File: src/rtl/alu_cmd_queue.sv
// Command FIFO feeding the 8-bit ALU through a registered issue stage; optional ALU_CMD_QUEUE_BYPASS_EN.
// Latency: 2 edges from accept to issue (1 edge on the empty-queue bypass path when enabled).
// Backpressure: o_cmd_ready drops when storage is full or flushing; i_stall freezes the issue stage.
module alu_cmd_queue #(
    parameter int DEPTH = 4,
    parameter int CW    = $clog2(DEPTH) + 1
) (
    input  logic          i_clk,
    input  logic          i_rstn,
    input  logic          i_cmd_valid,
    output logic          o_cmd_ready,
    input  logic [7:0]    i_a,
    input  logic [7:0]    i_b,
    input  logic [2:0]    i_op_sel,
    input  logic          i_stall,
    input  logic          i_flush,
    output logic [7:0]    o_alu_a,
    output logic [7:0]    o_alu_b,
    output logic [2:0]    o_alu_op_sel,
    output logic          o_alu_valid,
    output logic [CW-1:0] o_count,
    output logic          o_full,
    output logic          o_empty
);
    localparam int AW = $clog2(DEPTH);

    typedef struct packed {
        logic [7:0] a;
        logic [7:0] b;
        logic [2:0] op;
    } cmd_t;

    cmd_t          mem_q [DEPTH];
    logic [AW-1:0] wr_ptr_q, wr_ptr_d;
    logic [AW-1:0] rd_ptr_q, rd_ptr_d;
    logic [CW-1:0] count_q, count_d;
    cmd_t          out_q, out_d;
    logic          vld_q, vld_d;

    cmd_t cmd_in;
    logic full, empty, ready, push, pop, bypass, store;

    assign cmd_in = cmd_t'{a: i_a, b: i_b, op: i_op_sel};
    assign full   = (count_q == CW'(DEPTH));
    assign empty  = (count_q == '0);
    assign ready  = !full && !i_flush;
    assign push   = i_cmd_valid && ready;
    assign pop    = !i_stall && !empty && !i_flush;
`ifdef ALU_CMD_QUEUE_BYPASS_EN
    assign bypass = empty && !i_stall && push;
`else
    assign bypass = 1'b0;
`endif
    // A bypassed command skips storage entirely, so only non-bypass pushes count.
    assign store  = push && !bypass;

    always_comb begin
        wr_ptr_d = wr_ptr_q;
        rd_ptr_d = rd_ptr_q;
        count_d  = count_q;
        out_d    = out_q;
        vld_d    = vld_q;
        if (i_flush) begin
            wr_ptr_d = '0;
            rd_ptr_d = '0;
            count_d  = '0;
            vld_d    = 1'b0;
        end else begin
            if (store) wr_ptr_d = wr_ptr_q + AW'(1);
            if (pop)   rd_ptr_d = rd_ptr_q + AW'(1);
            case ({store, pop})
                2'b10:   count_d = count_q + CW'(1);
                2'b01:   count_d = count_q - CW'(1);
                default: count_d = count_q;
            endcase
            if (!i_stall) begin
                if (pop) begin
                    out_d = mem_q[rd_ptr_q];
                    vld_d = 1'b1;
                end else if (bypass) begin
                    out_d = cmd_in;
                    vld_d = 1'b1;
                end else begin
                    vld_d = 1'b0;
                end
            end
        end
    end

    always_ff @(posedge i_clk) begin
        if (!i_rstn) begin
            wr_ptr_q <= '0;
            rd_ptr_q <= '0;
            count_q  <= '0;
            out_q    <= '0;
            vld_q    <= 1'b0;
        end else begin
            wr_ptr_q <= wr_ptr_d;
            rd_ptr_q <= rd_ptr_d;
            count_q  <= count_d;
            out_q    <= out_d;
            vld_q    <= vld_d;
        end
    end

    // Storage is never cleared; pointers and count alone define what is live.
    always_ff @(posedge i_clk) begin
        if (i_rstn && store) mem_q[wr_ptr_q] <= cmd_in;
    end

    assign o_cmd_ready  = ready;
    assign o_alu_a      = out_q.a;
    assign o_alu_b      = out_q.b;
    assign o_alu_op_sel = out_q.op;
    assign o_alu_valid  = vld_q;
    assign o_count      = count_q;
    assign o_full       = full;
    assign o_empty      = empty;
endmodule

File: config.mk
export PLATFORM = sky130hd
export DESIGN_NAME = alu_cmd_queue
export DESIGN_NICKNAME = d
export VERILOG_FILES = /design/src/rtl/alu_cmd_queue.sv
export SDC_FILE = /design/constraint.sdc
export NUM_CORES = 1
export LEC_CHECK = 0
export CORE_MARGIN = 4
export CORE_UTILIZATION = 55
export DETAILED_ROUTE_END_ITERATION = 8
export PLACE_DENSITY = 0.79
export RECOVER_POWER = 25
export SLEW_MARGIN = 20
export SYNTH_ARGS = -nofsm -noshare
export SYNTH_HDL_FRONTEND = slang
export SYNTH_SLANG_ARGS = --single-unit
File: constraint.sdc
create_clock -name i_clk -period 3.92 [get_ports i_clk]
set_input_delay 0.784 -clock i_clk [delete_from_list [all_inputs] [get_ports i_clk]]
set_output_delay 0.784 -clock i_clk [all_outputs]
set_load 0.02 [all_outputs]
==> metrics <==
minimum clock period after layout 2.81 ns; mean area per synthesized cell 19.1 µm²; RSZ-0062 raised after global routing no; Clock Pin Slew Worst Setup and Hold Paths 0.09 ns; post-synthesis sequential area ratio 0.731; ys flop type edfxtp_1; CP arrival 2.02 ns; GP Congestion 0.812; starting density of the core 0.569; Post-synth ARST share 0; Setup crit end kind output pin; Sum Neg Setup Slack 0 ns; Final setup viols 0; clock sink count 103; CTS buffer count 9; status complete, no violations; Pleak 1.55 nW; port bufs 49; vias in the first global route 2,081; Slew Limit Fails 0; pwr dens 418 nW/µm²; Crit Path Class in -> out; P&R area growth vs syn 20.6%; Synth Register Bits 103; area of the multi-input gates 938 µm²; Hold WS 0.480 ns; row count 30; post-detailed-route wirelength per cell 18.9 µm; CP Launch Type input port; worst hold path type reg -> reg; initial antenna violation count 0; DR iter-0 viols 95; dpl cells 345; Post-Syn Nets 232; first-pass GRT wire length 11.1 mm; Final period util 0.716; Core Region 6790 µm²; measured slew at the worst slew-check pin 1.09 ns; Vias/cell 5.50; MaxCap Viol Count 0; final-report hold violation count 0; final total power 0.00195 W; GRT Util Overall 0.176; Max Freq 356 MHz; peak supply drop 243 µV; Reg2Reg Depth 10; via count 1,987; number of flops mapped to enable cells by yosys 76; hold buffers post-CTS 0; setup bufs post-CTS 0; Final ANT Viol Nets 0; Cells after Synth 202; Die Width 91.8 µm; CTS root buffer clkbuf_8; largest net degree at the start of global routing 22; Net count, final 290; dpl hpwl 4.35 mm; DRC errors left 0; H-tree depth 3; post-synthesis cell type count 31; crit path max fanout 7; Warnings, synthesis 0; Post-Syn Area 3860 µm²; DIE AREA 8430 µm²; First-pass DRT Iterations 4; Die Span Y 91.8 µm; Ports 50; Final Skew 0.00808 ns; detailed-route wire length 6.82 mm; fin cells 361; grt ovf 0; CTS tree yes; Worst-Skew Late Latency 0.35 ns; share of layout cells above drive strength 1 0.136; n_diodes 0; WHS Path Cells 1; number of fillers in the final layout 450; post-cts gate resize count 0; commonest non-fill, non-tap cell in the layout edfxtp_1; Worst Path Required 3.14 ns; Max clock buf depth 2; commonest cells after routing, fill and taps aside 76 x edfxtp_1, 36 x clkdlybuf4s50_1, 27 x dfxtp_1; storage element area 2820 µm²; max_slew headroom 0.274
[worst max-delay path, cell delays in order]
cell and delay, ns:
clkdlybuf4s50_1 0.49, nor2_1 0.14, clkdlybuf4s50_1 0.61
[worst paths after layout]
check              from           to  slack [ns]
max             i_flush  o_cmd_ready        1.11
min          o_alu_b[2]   o_alu_b[2]        0.48
max reg2reg  o_count[2]   o_count[2]        1.38
min reg2reg  o_alu_b[2]   o_alu_b[2]        0.48
[Yosys cell counts (all sizes together), types with 3 or more instances]
cell type / number / share of area
mux4: 19 / 0.12
dfxtp: 27 / 0.14
inv: 9 / 0.0094
edfxtp: 76 / 0.59
and3: 4 / 0.0065
ha: 5 / 0.016
nand2b: 3 / 0.0049
o21ai: 3 / 0.0039
a21oi: 6 / 0.0078
a22o: 19 / 0.043
buf: 6 / 0.015
nor2: 8 / 0.0078
[cell families after synthesis]
logic type                 synth area share
AOI/OAI and AO/OA                    0.0593
xor gates and xnor gates            0.00454
adders and majority gates            0.0214
buffers and inverters                0.0262
DFF                                   0.731
muxes                                 0.119
and+or+nand+nor                      0.0392
[report_power, final]
| group | switching, W | internal, W |
|---|---|---|
| logic | 0.0000409 | 0.0000393 |
| clock network | 0.000327 | 0.000355 |
| registers | 0.00000475 | 0.00118 |
[area by class of cell]
cell class,count,share of cell area
timing repair buffer,55,0.115
inverter,9,0.00779
sequential,103,0.606
multi-input combinational,82,0.202
clock inverter,5,0.0156
clock buffer,11,0.0282
tap,96,0.0258
[per-layer routing]
metal  GRT usage  part of all wire  vias to the layer above
met4      0.0668             0.011                        0
met1       0.231              0.44                     1016
met3      0.0459             0.035                        6
met2       0.285              0.51                       42
li1            -                 -                      923
met5           0                 0                        -
[state kept, by name (all words and copies together), names as in the netlist]
signal	count
wr_ptr_q	2
rd_ptr_q	2
o_alu_op_sel	3
o_alu_valid	1
o_count	3
mem_q	76
o_alu_a	8
o_alu_b	8
[through the flow]
stage	setup WS, ns	cell area (µm²)	util
6_report	1.11	4660	0.685
5_1_grt	1.04	4660	0.685
4_1_cts	1.11	4660	0.685
3_5_place_dp	0.911	4450	0.655
3_3_place_gp	1.02	4450	0.655
2_1_floorplan	1.49	3860	-
Note: power is estimated with default switching activity, not from simulation.
